<file path="src/rtl/ifid_pkg.sv">
// rtl/ifid_pkg.sv - shared types and defaults for the IF/ID pipeline register
//
// Purpose: state encoding for the skid FSM, per-lane command encodings used
// between the shared control and each lane, and default geometry constants.
// Ports: none (package).
package ifid_pkg;

  localparam int DEF_WIDTH = 32;
  localparam int DEF_LANES = 1;
  localparam int DEF_CNTW  = 16;

  // Skid slot occupancy.
  typedef enum logic {
    EMPTY = 1'b0,
    FULL  = 1'b1
  } ifid_state_e;

  // What each lane's decode-facing output register does at the next edge.
  typedef enum logic [1:0] {
    OUT_HOLD      = 2'd0,
    OUT_LOAD_IN   = 2'd1,
    OUT_LOAD_SLOT = 2'd2,
    OUT_CLEAR     = 2'd3
  } out_cmd_e;

  // What each lane's skid slot does at the next edge.
  typedef enum logic [1:0] {
    SLOT_HOLD    = 2'd0,
    SLOT_LOAD_IN = 2'd1,
    SLOT_CLEAR   = 2'd2
  } slot_cmd_e;

endpackage

</file>
<file path="src/rtl/ifid_pipe_reg_if.sv">
// rtl/ifid_pipe_reg_if.sv - fetch/decode bundle for the IF/ID pipeline register
//
// Purpose: groups the fetch-side inputs and decode-side outputs of
// ifid_pipe_reg.
// Signals:
//   en, flush            control shared by all lanes
//   valid_in/instr_in/pcplus_in     fetch word-set, lane 0 in LSBs
//   valid_out/instr_out/pcplus_out  registered word-set to decode
//   hold_full, overflow, stall_cnt  status
// Modports: master = stimulus/fetch side, slave = the pipeline register.
interface ifid_pipe_reg_if
  import ifid_pkg::*;
#(
  parameter int WIDTH = DEF_WIDTH,
  parameter int LANES = DEF_LANES,
  parameter int CNTW  = DEF_CNTW
) ();

  logic                   en;
  logic                   flush;
  logic [LANES-1:0]       valid_in;
  logic [LANES*WIDTH-1:0] instr_in;
  logic [LANES*WIDTH-1:0] pcplus_in;

  logic [LANES*WIDTH-1:0] instr_out;
  logic [LANES*WIDTH-1:0] pcplus_out;
  logic [LANES-1:0]       valid_out;
  logic                   hold_full;
  logic                   overflow;
  logic [CNTW-1:0]        stall_cnt;

  modport master (
    output en, flush, valid_in, instr_in, pcplus_in,
    input  instr_out, pcplus_out, valid_out, hold_full, overflow, stall_cnt
  );

  modport slave (
    input  en, flush, valid_in, instr_in, pcplus_in,
    output instr_out, pcplus_out, valid_out, hold_full, overflow, stall_cnt
  );

endinterface

</file>
<file path="src/rtl/ifid_lane_slot.sv">
// rtl/ifid_lane_slot.sv - one lane of output register plus skid slot
//
// Purpose: holds one lane's decode-facing register and its one-entry skid
// slot; all sequencing decisions come from the shared control as commands.
// Ports:
//   clk, clr                      clock, synchronous active-high reset
//   out_cmd_i, slot_cmd_i         per-edge commands from the shared FSM
//   valid_i, instr_i, pcplus_i    this lane's fetch inputs
//   valid_o, instr_o, pcplus_o    this lane's registered outputs
module ifid_lane_slot
  import ifid_pkg::*;
#(
  parameter int WIDTH = DEF_WIDTH
) (
  input  logic             clk,
  input  logic             clr,
  input  out_cmd_e         out_cmd_i,
  input  slot_cmd_e        slot_cmd_i,
  input  logic             valid_i,
  input  logic [WIDTH-1:0] instr_i,
  input  logic [WIDTH-1:0] pcplus_i,
  output logic             valid_o,
  output logic [WIDTH-1:0] instr_o,
  output logic [WIDTH-1:0] pcplus_o
);

  logic             out_valid_q, out_valid_d;
  logic [WIDTH-1:0] out_instr_q, out_instr_d;
  logic [WIDTH-1:0] out_pcplus_q, out_pcplus_d;
  logic             slot_valid_q, slot_valid_d;
  logic [WIDTH-1:0] slot_instr_q, slot_instr_d;
  logic [WIDTH-1:0] slot_pcplus_q, slot_pcplus_d;

  // Data is masked at capture so an invalid lane never carries stale bits
  // into decode or into the slot.
  logic [WIDTH-1:0] in_instr_m;
  logic [WIDTH-1:0] in_pcplus_m;

  assign in_instr_m  = valid_i ? instr_i  : '0;
  assign in_pcplus_m = valid_i ? pcplus_i : '0;

  always_comb begin
    out_valid_d  = out_valid_q;
    out_instr_d  = out_instr_q;
    out_pcplus_d = out_pcplus_q;
    unique case (out_cmd_i)
      OUT_LOAD_IN: begin
        out_valid_d  = valid_i;
        out_instr_d  = in_instr_m;
        out_pcplus_d = in_pcplus_m;
      end
      OUT_LOAD_SLOT: begin
        out_valid_d  = slot_valid_q;
        out_instr_d  = slot_instr_q;
        out_pcplus_d = slot_pcplus_q;
      end
      OUT_CLEAR: begin
        out_valid_d  = 1'b0;
        out_instr_d  = '0;
        out_pcplus_d = '0;
      end
      default: ;
    endcase
  end

  always_comb begin
    slot_valid_d  = slot_valid_q;
    slot_instr_d  = slot_instr_q;
    slot_pcplus_d = slot_pcplus_q;
    unique case (slot_cmd_i)
      SLOT_LOAD_IN: begin
        slot_valid_d  = valid_i;
        slot_instr_d  = in_instr_m;
        slot_pcplus_d = in_pcplus_m;
      end
      SLOT_CLEAR: begin
        slot_valid_d  = 1'b0;
        slot_instr_d  = '0;
        slot_pcplus_d = '0;
      end
      default: ;
    endcase
  end

  always_ff @(posedge clk) begin
    if (clr) begin
      out_valid_q   <= 1'b0;
      out_instr_q   <= '0;
      out_pcplus_q  <= '0;
      slot_valid_q  <= 1'b0;
      slot_instr_q  <= '0;
      slot_pcplus_q <= '0;
    end else begin
      out_valid_q   <= out_valid_d;
      out_instr_q   <= out_instr_d;
      out_pcplus_q  <= out_pcplus_d;
      slot_valid_q  <= slot_valid_d;
      slot_instr_q  <= slot_instr_d;
      slot_pcplus_q <= slot_pcplus_d;
    end
  end

  assign valid_o  = out_valid_q;
  assign instr_o  = out_instr_q;
  assign pcplus_o = out_pcplus_q;

endmodule

</file>
<file path="src/rtl/ifid_pipe_reg.sv">
// rtl/ifid_pipe_reg.sv - multi-lane IF/ID pipeline register with one-entry skid
//
// Purpose: registers fetched instructions and PC+4 into decode. When decode
// stalls while the synchronous IMEM is still presenting data, that data is
// caught in a skid slot; a second arrival during the same stall is dropped
// and latched in a sticky overflow flag. Counts stalled cycles (saturating).
// Ports:
//   clk   rising-edge clock
//   clr   synchronous active-high reset, priority over flush and en
//   bus   ifid_pipe_reg_if.slave (en, flush, fetch inputs, decode outputs,
//         hold_full, overflow, stall_cnt)
module ifid_pipe_reg
  import ifid_pkg::*;
#(
  parameter int WIDTH = DEF_WIDTH,
  parameter int LANES = DEF_LANES,
  parameter int CNTW  = DEF_CNTW
) (
  input  logic            clk,
  input  logic            clr,
  ifid_pipe_reg_if.slave  bus
);

  ifid_state_e     state_q, state_d;
  logic            overflow_q, overflow_d;
  logic [CNTW-1:0] stall_cnt_q, stall_cnt_d;

  out_cmd_e        out_cmd;
  slot_cmd_e       slot_cmd;
  logic            any_valid;

  assign any_valid = |bus.valid_in;

  // Shared control: one decision per edge, broadcast to every lane.
  always_comb begin
    state_d    = state_q;
    out_cmd    = OUT_HOLD;
    slot_cmd   = SLOT_HOLD;
    overflow_d = overflow_q;
    if (bus.flush) begin
      out_cmd  = OUT_CLEAR;
      slot_cmd = SLOT_CLEAR;
      state_d  = EMPTY;
    end else begin
      unique case (state_q)
        EMPTY: begin
          if (bus.en) begin
            out_cmd = OUT_LOAD_IN;
          end else if (any_valid) begin
            slot_cmd = SLOT_LOAD_IN;
            state_d  = FULL;
          end
        end
        FULL: begin
          if (bus.en) begin
            // Drain the slot; refilling it with zeros when nothing arrives
            // keeps an empty slot clean for the next capture.
            out_cmd  = OUT_LOAD_SLOT;
            slot_cmd = SLOT_LOAD_IN;
            state_d  = any_valid ? FULL : EMPTY;
          end else if (any_valid) begin
            overflow_d = 1'b1;
          end
        end
        default: state_d = EMPTY;
      endcase
    end
  end

  // Stall counting is independent of flush.
  always_comb begin
    stall_cnt_d = stall_cnt_q;
    if (!bus.en && (stall_cnt_q != {CNTW{1'b1}})) begin
      stall_cnt_d = stall_cnt_q + CNTW'(1);
    end
  end

  always_ff @(posedge clk) begin
    if (clr) begin
      state_q     <= EMPTY;
      overflow_q  <= 1'b0;
      stall_cnt_q <= '0;
    end else begin
      state_q     <= state_d;
      overflow_q  <= overflow_d;
      stall_cnt_q <= stall_cnt_d;
    end
  end

  logic             lane_valid  [LANES];
  logic [WIDTH-1:0] lane_instr  [LANES];
  logic [WIDTH-1:0] lane_pcplus [LANES];

  for (genvar l = 0; l < LANES; l++) begin : g_lane
    ifid_lane_slot #(
      .WIDTH (WIDTH)
    ) u_lane (
      .clk        (clk),
      .clr        (clr),
      .out_cmd_i  (out_cmd),
      .slot_cmd_i (slot_cmd),
      .valid_i    (bus.valid_in[l]),
      .instr_i    (bus.instr_in[l*WIDTH +: WIDTH]),
      .pcplus_i   (bus.pcplus_in[l*WIDTH +: WIDTH]),
      .valid_o    (lane_valid[l]),
      .instr_o    (lane_instr[l]),
      .pcplus_o   (lane_pcplus[l])
    );
  end

  logic [LANES-1:0]       valid_out_w;
  logic [LANES*WIDTH-1:0] instr_out_w;
  logic [LANES*WIDTH-1:0] pcplus_out_w;

  always_comb begin
    valid_out_w  = '0;
    instr_out_w  = '0;
    pcplus_out_w = '0;
    for (int l = 0; l < LANES; l++) begin
      valid_out_w[l]                 = lane_valid[l];
      instr_out_w[l*WIDTH +: WIDTH]  = lane_instr[l];
      pcplus_out_w[l*WIDTH +: WIDTH] = lane_pcplus[l];
    end
  end

  assign bus.valid_out  = valid_out_w;
  assign bus.instr_out  = instr_out_w;
  assign bus.pcplus_out = pcplus_out_w;
  assign bus.hold_full  = (state_q == FULL);
  assign bus.overflow   = overflow_q;
  assign bus.stall_cnt  = stall_cnt_q;

endmodule
</file>
<file path="src/flat_wrapper.sv">
// flat-port wrapper written by rule: the top's interface ports become plain ports
module ifid_pipe_reg_flat import ifid_pkg::*;
#(
  parameter int WIDTH = DEF_WIDTH,
  parameter int LANES = DEF_LANES,
  parameter int CNTW  = DEF_CNTW
)
  (clk, clr, bus_en, bus_flush, bus_valid_in, bus_instr_in, bus_pcplus_in, bus_instr_out, bus_pcplus_out, bus_valid_out, bus_hold_full, bus_overflow, bus_stall_cnt);
  ifid_pipe_reg_if #(.WIDTH(WIDTH), .LANES(LANES), .CNTW(CNTW)) bus_i ();
  input  logic clk;
  input  logic clr;
  input wire logic [$bits(bus_i.en)-1:0] bus_en;
  input wire logic [$bits(bus_i.flush)-1:0] bus_flush;
  input wire logic [$bits(bus_i.valid_in)-1:0] bus_valid_in;
  input wire logic [$bits(bus_i.instr_in)-1:0] bus_instr_in;
  input wire logic [$bits(bus_i.pcplus_in)-1:0] bus_pcplus_in;
  output wire logic [$bits(bus_i.instr_out)-1:0] bus_instr_out;
  output wire logic [$bits(bus_i.pcplus_out)-1:0] bus_pcplus_out;
  output wire logic [$bits(bus_i.valid_out)-1:0] bus_valid_out;
  output wire logic [$bits(bus_i.hold_full)-1:0] bus_hold_full;
  output wire logic [$bits(bus_i.overflow)-1:0] bus_overflow;
  output wire logic [$bits(bus_i.stall_cnt)-1:0] bus_stall_cnt;
  assign bus_i.en = bus_en;
  assign bus_i.flush = bus_flush;
  assign bus_i.valid_in = bus_valid_in;
  assign bus_i.instr_in = bus_instr_in;
  assign bus_i.pcplus_in = bus_pcplus_in;
  assign bus_instr_out = bus_i.instr_out;
  assign bus_pcplus_out = bus_i.pcplus_out;
  assign bus_valid_out = bus_i.valid_out;
  assign bus_hold_full = bus_i.hold_full;
  assign bus_overflow = bus_i.overflow;
  assign bus_stall_cnt = bus_i.stall_cnt;
  ifid_pipe_reg #(.WIDTH(WIDTH), .LANES(LANES), .CNTW(CNTW)) u_core (.clk(clk), .clr(clr), .bus(bus_i));
endmodule
</file>
<file path="config.mk">
export PLATFORM = sky130hd
export DESIGN_NAME = ifid_pipe_reg_flat
export DESIGN_NICKNAME = d
export VERILOG_FILES = /design/src/rtl/ifid_pkg.sv /design/src/rtl/ifid_pipe_reg_if.sv /design/src/rtl/ifid_lane_slot.sv /design/src/rtl/ifid_pipe_reg.sv /design/src/flat_wrapper.sv
export SDC_FILE = /design/constraint.sdc
export NUM_CORES = 1
export LEC_CHECK = 0
export BUFFER_PORTS_ARGS = -buffer_cell sky130_fd_sc_hd__buf_2
export CAP_MARGIN = 5
export CORE_ASPECT_RATIO = 2
export CORE_MARGIN = 2
export CORE_UTILIZATION = 29
export CTS_CLUSTER_SIZE = 24
export DETAILED_ROUTE_END_ITERATION = 16
export MAX_ROUTING_LAYER = met4
export PLACE_DENSITY = 0.48
export SLEW_MARGIN = 10
export SYNTH_ARGS = -nofsm -noshare
export SYNTH_HDL_FRONTEND = slang
export SYNTH_SLANG_ARGS = --single-unit
</file>
<file path="constraint.sdc">
create_clock -name clk -period 1.82 [get_ports clk]
set_input_delay 0.182 -clock clk [delete_from_list [all_inputs] [get_ports clk]]
set_output_delay 0.182 -clock clk [all_outputs]
set_load 0.1 [all_outputs]
</file>
* After elaboration in Yosys (flattened, before gate mapping)
Index checks and enable logic that the tools add are counted.
** Storage, ports and cells
- Bits in registers :: 148
- Input port bits :: 69
- Memory bits (read-only) :: 0
- Memory bits (writable) :: 0
- Output and inout port bits :: 83
- Memories :: 0
- Bits in latches :: 0
- Logic and storage cells :: 45
** Operators by class
- Order comparisons :: 0
- Equal/unequal tests :: 6
- Multipliers :: 0
- Add/sub/neg operators :: 1
- Div/mod/pow operators :: 0
- Bitwise gates (word level) :: 3
- Reductions and logical operators :: 6
- Shift-type cells :: 0
- Multiplexer cells :: 20
** Operators with widths (number)
- 32-bit case mux with 3 select lines :: 2
- 32-bit case mux with 2 select lines :: 2
- 32-bit two-way mux :: 2
- 16-bit by 1-bit adder with 16-bit output (second input constant) :: 1
- 16-bit inequality test (second input constant) :: 1
- 2-bit two-way mux :: 4
- 2-bit case mux with 2 select lines :: 2
- 2-bit == test (second input constant) :: 3
- 1-bit two-way mux :: 5
- 2-bit by 1-bit == test with 1-bit output (second input constant) :: 2
- 1-bit case mux with 2 select lines :: 2
- 4-bit AND reduction :: 1
- 1-bit inverter :: 3
- 1-bit case mux with 3 select lines :: 1
- 3-bit nonzero test :: 1
- 2-bit nonzero test :: 1
- 2-bit OR reduction :: 1
- 1-bit logical AND :: 1
- 1-bit logical NOT :: 1

* Depth between registers and ports, before layout
Gate-level depths: netlist (run 1).
- Word-level depth :: 6
- Mapped depth :: 7
- Gate-level depth less buffers :: 5

* By module
From an unflattened synthesis (run 1), not the netlist that was laid out.
** Unflattened totals
- Cells, all modules :: 625
- Area total of the unflattened synthesis :: 6214.7 sq um
** By module, submodules not included
- ifid_lane_slot :: cells an instance 512, times used 1, seq. area each 2602.5 sq um, area an instance 5302.6 sq um
- ifid_pipe_reg :: cells an instance 113, times used 1, seq. area each 360.3 sq um, area an instance 912.1 sq um

* Worst setup path after synthesis (run 1)
OpenSTA, ideal clock, no wires.
- Path type :: register -> register
- From :: reg u_core.stall_cnt_q[5], in the netlist u_core.bus.stall_cnt[5]
- To :: reg u_core.stall_cnt_q[13], in the netlist u_core.bus.stall_cnt[13]
- Arrival time :: 2.487 ns
- Cell stages (with the launch flop) :: 5
- Setup slack :: -0.737 ns
- Clock period less this slack :: 2.557 ns
- Setup time :: 0.071 ns
- Required time :: 1.749 ns
- Path buffers :: 0
- Cell sequence :: dfxtp_1 nand4_4 or4b_4 or4_1 a21oi_1
** On the way
- Word-level cells in the longest chain between the ends :: 2
- Elaborated cells between the ends (all ways) :: 3
- Classes of those cells :: add/sub: 1; eq/ne: 1; reduce/logical: 1
** Ends and longest elaborated chain
- start, declared :: RTL line ifid_pipe_reg.sv:26 : logic [CNTW-1:0] stall_cnt_q, stall_cnt_d;
- start signal, assigned :: RTL line ifid_pipe_reg.sv:86 : stall_cnt_q <= stall_cnt_d;
- branches (longest 2 deep; another with 16-bit by 1-bit adder with 16-bit output)
Several ways; the timed one is not identified.
A chain may end at the register's enable or synchronous reset.

* Worst setup path after layout (run 1)
- From :: reg u_core.stall_cnt_q[0], in the netlist u_core.bus.stall_cnt[0]
- To :: reg u_core.stall_cnt_q[9], in the netlist u_core.bus.stall_cnt[9]
Same word-level chain as after synthesis.

==> results of run 1 <==
==> cell type report <==
class | instances | area share
clock buffer | 22 | 0.0593
clock inverter | 10 | 0.0161
inverter | 5 | 0.00234
multi-input combinational | 541 | 0.373
sequential | 148 | 0.377
tap | 269 | 0.0420
timing repair buffer | 178 | 0.130
==> kinds of logic (layout without fill, tap and decap cells) <==
| logic type | after synthesis | in the layout |
|---|---|---|
| buffers and inverters | 82 | 215 |
| muxes | 9 | 9 |
| and+or+nand+nor | 313 | 313 |
| xor gates and xnor gates | 2 | 2 |
| adders and majority gates | 1 | 1 |
| AOI/OAI and AO/OA | 216 | 216 |
| DFF | 148 | 148 |
==> Yosys cell counts, drive strengths merged <==
library cell  count
mux2              7
buf              17
o21ai            67
ha                1
o41ai             2
o21a              1
a2111oi           2
o31ai             2
mux2i             2
nand2b            2
and3              5
nand2           136
or4               3
nor3b             1
a41oi             1
and4b             1
or2               1
nand4b            1
xnor2             2
nor3              2
or4b              1
nor2            141
nor2b             7
nand3             4
nor4              3
inv               5
o211ai           64
a32oi            64
clkbuf           60
dfxtp           148
a22oi             1
or3               2
a211oi            4
and2              1
nand4             1
a21oi             8
and4              1
==> worst paths after layout <==
kind | start | end | cells past startpoint
hold / removal | bus_instr_in[26] | u_core.g_lane[0].u_lane.slot_instr_q[26] | 3
setup / recovery | u_core.bus.stall_cnt[0] | u_core.bus.stall_cnt[9] | 4
hold reg to reg | u_core.bus.overflow | u_core.bus.overflow | 2
setup reg to reg | u_core.bus.stall_cnt[0] | u_core.bus.stall_cnt[9] | 4
==> sequential cells by signal, indices dropped and copies added, names as in the netlist <==
signal and cells:
u_core.g_lane.u_lane.slot_instr_q 32, u_core.bus.overflow 1, u_core.g_lane.u_lane.valid_o 1, u_core.bus.hold_full 1, u_core.g_lane.u_lane.instr_o 32, u_core.g_lane.u_lane.slot_pcplus_q 32
u_core.bus.stall_cnt 16, u_core.g_lane.u_lane.slot_valid_q 1, u_core.g_lane.u_lane.pcplus_o 32
==> critical path, stage by stage, from the launching register on <==
cell,delay (ns)
dfxtp_4,0.35
ha_1,0.20
and3_1,0.23
a2111oi_1,0.50
mux2_2,0.39
==> routing by layer <==
layer  vias to the layer above  global-route usage  share of wire
met5                         -                   -              0
met2                       145               0.303           0.53
li1                       2976                   -              -
met1                      2834               0.199           0.41
met4                         0              0.0641          0.016
met3                        17              0.0346          0.043
==> timing repair <==
action / 4_1_cts / 5_1_grt
pin swaps: 0 / 3
setup endpoints to repair: 1 / 14
buffers inserted: 0 / 2
gates resized for setup: 1 / 7
==> power groups by stage <==
stage               clock network (mW)  registers [mW]  logic (mW)
floorplan                            0            3.85       0.386
global placement                     0            3.42        1.13
detailed placement                   0            3.42        1.13
CTS                               3.76            3.35        1.14
global route                      3.90            3.36        1.21
finish                            3.63            3.35        1.13
==> through the flow <==
step	power [mW]	setup TNS [ns]	hold WS, ns	cell area [um^2]	instances
after global placement	4.55	-0.0689	0.448	7360	1139
after detailed placement	4.56	-0.0149	0.461	7360	1139
after CTS	8.25	0	0.00429	7970	1171
after floorplan	4.23	-0.489	0.348	6280	771
after global routing	8.47	-0.0745	0.0312	8020	1173
final	8.11	0	0.0301	8020	1173
==> flow_metrics.tcl, run 1 <==
set metrics [dict create \
    required_ns 2.14 \
    status "completed" \
    fin_skew_ns 0.00712 \
    grt_max_degree 134 \
    ys_seq_elements 148 \
    hpwl_um 11900 \
    synth_xor_area_frac 0.00282 \
    max_cap_violations 0 \
    cts_root_buf "clkbuf_16" \
    clock_latency_ns 0.43 \
    grt_pass1_vias 5583 \
    dieArea_mm2 0.0227 \
    ctsHoldBuffers 0 \
    drt-wirelength-per-cell_um 16.3 \
    critPathArrivalTime_ns 2.10 \
    hold_viol 0 \
    synth_simple_gate_area_frac 0.209 \
    diodes 0 \
    syn_nets 841 \
    clk_path_buf_depth 2 \
    synthDistinctLibCells 39 \
    peakVddDrop_mv 0.822 \
    path_max_fanout 4 \
    worstSetupPathType "reg -> reg" \
    core_area_mm2 0.0210 \
    rrSetupSlack_ns 0.04 \
    die_w_um 108 \
    final_util 0.381 \
    slew_viol_final 0 \
    seq_area_mm2 0.00302 \
    end_kind "flop" \
    syn2layout_area_growth_pct 28.8 \
    cts_max_level 4 \
    path_clk_slew_ns 0.06 \
    seqPwrFrac 0.413 \
    clock_power_share 0.448 \
    yosysTopAreaCell "dfxtp_1" \
    netlist.area_leader.share 0.476 \
    postRouteAntennaNets 0 \
    drt-initial-drc-count 351 \
    worst_pin_slew_ns 0.607 \
    synth-compound-area-share 0.244 \
    slew_headroom 0.595 \
    cts_buffers 17 \
    grt_antenna_before_repair 0 \
    yosys-top-cells-area "dfxtp_1 (48%), a32oi_1 (9.0%), nor2_1 (8.5%)" \
    multiInputGateArea_mm2 0.00299 \
    post-place-ws_ns -0.0149 \
    period_needed_ns 1.78 \
    final_nets 961 \
    hp-class "in -> reg" \
    gp_congestion 0.794 \
    grt_usage 0.176 \
    synth_warnings 0 \
    layout_common_cells "buf_2 (148), nor2_1 (141), nand2_1 (136), dfxtp_1 (131), o21ai_0 (67)" \
    synth_top_family_by_area "compound AO/OA/AOI/OAI gates" \
    muxShareOfSynthArea 0.0159 \
    drt-total-wl_um 19100 \
    fin_crit_sh 0.977 \
    firstDrtPassIters 4 \
    synthesis.area_mm2 0.00622 \
    start_util 0.296 \
    seq_area_frac_synth 0.476 \
    overflow 0 \
    avgSynthCellArea_um2 8.07 \
    leakagePower_nw 3.18 \
    cts_tree "done" \
    via_per_inst 5.09 \
    drc_errors 0 \
    switching_share 0.281 \
    std_cell_rows 75 \
    drive_gt1_frac 0.268 \
    netlist_instances 771 \
    setup_viol 0 \
    cts_sinks 148 \
    grt_pass1_wl_um 30200 \
    intPower_mw 5.83 \
    fmax_ghz 0.562 \
    setup_ws_ns 0.0417 \
    synthAdderAreaFrac 0.00201 \
    vias 5972 \
    startpoint_type "flop" \
    ioPinCount 152 \
    num-fill-cells 2223 \
    power_density_mw_per_mm2 1010 \
    p_comb_frac 0.139 \
    io_buffers 151 \
    fp.dieH_um 211 \
    final_common_cell "buf_2" \
    power.switching_mw 2.28 \
]
Power figures use the tool's default switching activity.
==> run 2, diff against run 1 <==
- PLACE_DENSITY: 0.48 -> 0.47
- clock period: 1.82 -> 1.9 ns (I/O delays scaled with it)
==> run 2 against run 1 <==
Flip-flop and latch count stayed put. Worst setup slack better by 0.054 ns. Die area stayed put. Non-clock buffer count is 6 lower. Critical path type unchanged. Clock skew hardly changed. Design area is 1.8% lower. Largest power group is now registers. Clock power is 16% lower. Highest routed layer unchanged.
==> flow_metrics.tcl, run 2 (synthesis gave the netlist of run 1 again) <==
set metrics [dict create \
    worstSetupPathType "reg -> reg" \
    ioPinCount 152 \
    clock_power_share 0.416 \
    cts_max_level 4 \
    firstDrtPassIters 4 \
    leakagePower_nw 3.08 \
    start_util 0.296 \
    hpwl_um 12000 \
    path_max_fanout 7 \
    final_common_cell "buf_2" \
    fin_tns_setup_ns 0 \
    peakVddDrop_mv 0.540 \
    via_per_inst 5.11 \
    fp.dieH_um 211 \
    startpoint_type "flop" \
    rsz0062_at_grt "no" \
    path_clk_slew_ns 0.06 \
    postRouteAntennaNets 0 \
    grt_antenna_before_repair 1 \
    period_needed_ns 1.80 \
    hp-class "in -> reg" \
    holdWs_ns 0.0414 \
    max_cap_violations 0 \
    power.switching_mw 2.13 \
    drt-initial-drc-count 283 \
    grt_usage 0.177 \
    end_kind "flop" \
    dieArea_mm2 0.0227 \
    std_cell_rows 75 \
    drt-total-wl_um 19100 \
    clk_path_buf_depth 2 \
    vias 5950 \
    cts_root_buf "clkbuf_16" \
    critPathArrivalTime_ns 2.15 \
    drc_errors 0 \
    power_density_mw_per_mm2 931 \
    drt-wirelength-per-cell_um 16.4 \
    io_buffers 151 \
    gp_congestion 0.780 \
    seqPwrFrac 0.438 \
    p_comb_frac 0.145 \
    overflow 0 \
    grt_pass1_vias 5705 \
    final_util 0.374 \
    switching_share 0.291 \
    die_w_um 108 \
    core_area_mm2 0.0210 \
    fmax_ghz 0.554 \
    cts_buffers 17 \
    drive_gt1_frac 0.256 \
    grt_max_degree 91 \
    cts_tree "done" \
    slew_viol_final 0 \
    ctsHoldBuffers 0 \
    syn2layout_area_growth_pct 26.5 \
    slew_headroom 0.535 \
    grt_pass1_wl_um 30400 \
    worst_pin_slew_ns 0.697 \
    fin_crit_sh 0.950 \
    clock_latency_ns 0.42 \
    setup_ws_ns 0.0959 \
    layout_common_cells "buf_2 (148), nor2_1 (141), nand2_1 (136), dfxtp_1 (131), o21ai_0 (67)" \
    num-fill-cells 2244 \
    hold_viol 0 \
    status "completed" \
    final_nets 955 \
    intPower_mw 5.19 \
    setup_viol 0 \
    post-place-ws_ns 0.0466 \
    p_total_mw 7.32 \
    required_ns 2.24 \
    cts_sinks 148 \
    fin_skew_ns 0.00702 \
]
run 2: cell types whose count changed in the layout (fill, tap and decap cells not counted), sizes merged:
cell,previous run,this run
buf,178,172
bufinv,3,0
clkinvlp,0,1
clkbuf,22,24
clkinv,7,4
diode,0,1
run 2: worst max-delay path: stages, from the launching register on:
cell and delay [ns]:
dfxtp_4 0.37, and4_1 0.21, or4b_4 0.51, or4_1 0.48, a21oi_1 0.15
run 2: layout make-up:
type	count	area (um^2)	share of cell area
repair buffers	172	1010	0.128
clock buffers	24	492	0.0625
inverters	5	18.8	0.00238
flip-flops and latches	148	3020	0.384
multi-input cells	541	2970	0.377
well taps	269	337	0.0428
clock inverters	5	27.5	0.00350
diodes	1	2.50	0.000318
run 2: layer usage:
metal | vias to the layer above | GRT usage | wire [um]
met5 | - | - | 0
met2 | 127 | 0.312 | 10400
met3 | 15 | 0.0364 | 832
met4 | 0 | 0.0690 | 354
met1 | 2854 | 0.191 | 7520
li1 | 2954 | - | -
run 2: through the flow:
| step | instances | area (um^2) |
|---|---|---|
| after global routing | 1165 | 7870 |
| final | 1165 | 7870 |
| after CTS | 1164 | 7870 |
| after global placement | 1135 | 7350 |
| after floorplan | 771 | 6280 |
| after detailed placement | 1135 | 7350 |
run 2: power groups by stage:
stage / clock, mW / sequential, mW / combinational [mW]
global route: 3.27 / 3.22 / 1.15
floorplan: 0 / 3.69 / 0.370
finish: 3.05 / 3.21 / 1.06
CTS: 3.16 / 3.21 / 1.08
global placement: 0 / 3.28 / 1.08
detailed placement: 0 / 3.28 / 1.08
run 2: worst paths after layout:
path	slack, ns	depth (start not counted)	from	to
worst min-delay path	0.04	3	bus_pcplus_in[0]	u_core.g_lane[0].u_lane.slot_pcplus_q[0]
worst min register to register	0.48	2	u_core.g_lane[0].u_lane.slot_pcplus_q[25]	u_core.g_lane[0].u_lane.slot_pcplus_q[25]
worst max-delay path	0.1	4	u_core.bus.stall_cnt[3]	u_core.bus.stall_cnt[13]
worst max register to register	0.1	4	u_core.bus.stall_cnt[3]	u_core.bus.stall_cnt[13]
run 2: what timing repair did:
action | in CTS | in global routing
endpoints found under the setup margin | 0 | 2
setup buffers | 0 | 0
gates resized for setup | 0 | 2
endpoints found under the hold margin | 0 | 0
==> run 3, diff against run 2 <==
- CORE_UTILIZATION: 29 -> 53
- MAX_ROUTING_LAYER: met4 -> default
- PLACE_DENSITY: 0.47 -> 0.77
==> run 3 against run 2 <==
Via count rose by 2.7%. Critical path depth did not move. Worst setup slack got worse by 0.014 ns. Clock skew fell by 0.0023 ns. Worst hold slack improved by 0.013 ns. Sequential share of layout area rose by 0.64 points. Critical path type unchanged. Critical endpoint is now u_core.bus.stall_cnt[11]. Largest cell class unchanged. Largest power group is now the clock network. Highest routed layer unchanged.
==> flow_metrics.tcl, run 3 (synthesis gave the netlist of run 1 again) <==
set metrics [dict create \
    status "completed" \
    end_kind "flop" \
    max_cap_violations 0 \
    io_buffers 151 \
    drt-wirelength-per-cell_um 15.5 \
    slew_headroom 0.373 \
    cts_setup_buffers 0 \
    fp.dieH_um 157 \
    fin_skew_ns 0.00476 \
    leakagePower_nw 3.09 \
    start_util 0.538 \
    period_needed_ns 1.82 \
    die_w_um 80.6 \
    grt_antenna_before_repair 0 \
    critPathArrivalTime_ns 2.14 \
    fin_crit_sh 0.957 \
    slew_viol_final 0 \
    rr_endpoint "u_core.bus.stall_cnt[11]" \
    cts_sinks 148 \
    setup_ws_ns 0.0822 \
    rsz0062_at_grt "no" \
    num-fill-cells 988 \
    via_per_inst 5.89 \
    drive_gt1_frac 0.257 \
    gp_congestion 0.779 \
    vias 6111 \
    syn2layout_area_growth_pct 24.4 \
    startpoint_type "flop" \
    post-place-ws_ns 0.0753 \
    grt_usage 0.258 \
    drt-initial-drc-count 462 \
    cts_buffers 17 \
    slowest_stage "or4b_4" \
    cts_max_level 4 \
    firstDrtPassIters 5 \
    setup_viol 0 \
    peakVddDrop_mv 0.692 \
    r2r_cells 4 \
    rrSetupSlack_ns 0.08 \
    std_cell_rows 56 \
    postRouteAntennaNets 0 \
    required_ns 2.23 \
    fmax_ghz 0.550 \
    critPathMaxStageDelay_ns 0.50 \
    drc_errors 0 \
    grt_pass1_wl_um 26500 \
    ctsHoldBuffers 0 \
    grt_pass1_vias 5592 \
    hpwl_um 9530 \
    diodes 0 \
    final_nets 950 \
    core_area_mm2 0.0116 \
    min_to "u_core.g_lane[0].u_lane.slot_instr_q[16]" \
    r2r_start "u_core.bus.stall_cnt[2]" \
    worst_pin_slew_ns 0.940 \
    power_density_mw_per_mm2 992 \
    clk_path_buf_depth 2 \
    cts_root_buf "clkbuf_16" \
    grt_max_degree 134 \
    final_common_cell "buf_2" \
    worstSetupPathType "reg -> reg" \
    path_clk_slew_ns 0.06 \
    hp-class "in -> reg" \
    p_total_mw 7.68 \
    crit_chain "and4_1 -> or4b_4 -> or4_1 -> a21oi_1" \
    layout_common_cells "buf_2 (148), nor2_1 (141), nand2_1 (136), dfxtp_1 (131), o21ai_0 (67)" \
    hold_start "bus_instr_in[16]" \
    path_max_fanout 8 \
    clock_latency_ns 0.41 \
    final_util 0.670 \
    overflow 0 \
    drt-total-wl_um 16100 \
    whs_path_depth 3 \
    dieArea_mm2 0.0127 \
    fin_tns_setup_ns 0 \
    cts_tree "done" \
    ioPinCount 152 \
    hold_viol 0 \
]
-- run 3: changes by cell type in the layout (fill, tap and decap cells not counted), sizes merged --
cell      previous run  this run
diode                1         0
clkinv               4         5
clkinvlp             1         2
buf                172       167
inv                  5         7
bufinv               0         3
clkbuf              24        19
-- run 3: worst max path at each step --
stage                             from                  endpoint  slack, ns  cells past startpoint
2_1_floorplan  u_core.bus.stall_cnt[5]  u_core.bus.stall_cnt[13]      -0.07                      4
3_3_place_gp   u_core.bus.stall_cnt[0]   u_core.bus.stall_cnt[9]       0.13                      4
3_5_place_dp   u_core.bus.stall_cnt[0]   u_core.bus.stall_cnt[9]       0.08                      4
4_1_cts        u_core.bus.stall_cnt[0]   u_core.bus.stall_cnt[9]       0.08                      4
5_1_grt        u_core.bus.stall_cnt[2]  u_core.bus.stall_cnt[11]       0.03                      4
6_report       u_core.bus.stall_cnt[2]  u_core.bus.stall_cnt[11]       0.08                      4
-- run 3: what timing repair did --
item / in CTS / in global routing
endpoints found under the hold margin: 0 / 0
gates resized for setup: 0 / 2
endpoints found under the setup margin: 0 / 1
-- run 3: stage by stage --
stage / hold WS [ns] / cell area, um^2 / instances
floorplan: 0.356 / 6280 / 771
CTS: 0.0442 / 7730 / 1037
finish: 0.0542 / 7740 / 1037
detailed placement: 0.471 / 7130 / 1006
global placement: 0.464 / 7130 / 1006
global route: 0.0563 / 7740 / 1037
-- run 3: layout make-up --
type                    instances  area (um^2)  area share
well taps                     145          181      0.0234
repair buffers                167          946       0.122
inverters                       5         18.8     0.00242
flip-flops and latches        148         3020       0.390
clock buffers                  19          454      0.0587
clock inverters                12          153      0.0197
multi-input cells             541         2970       0.384
-- run 3: routing by layer --
layer / wire [um] / share of wire / vias to the layer above / track usage
met5: 0 / 0 / - / 0
met4: 216 / 0.013 / 0 / 0.0718
met3: 976 / 0.061 / 18 / 0.0528
met2: 7820 / 0.49 / 226 / 0.430
met1: 7070 / 0.44 / 2914 / 0.335
li1: - / - / 2953 / -
-- run 3: critical path: cells and delay by family (launching register included) --
kind | cells | cell delay, ns
simple gates | 3 | 1.20
flops | 1 | 0.38
compound gates | 1 | 0.16
-- run 3: where the power goes --
group	switching (mW)	internal (mW)	total, mW
clock network	1.29	2.14	3.43
logic	0.802	0.241	1.04
registers	0.0438	3.17	3.21
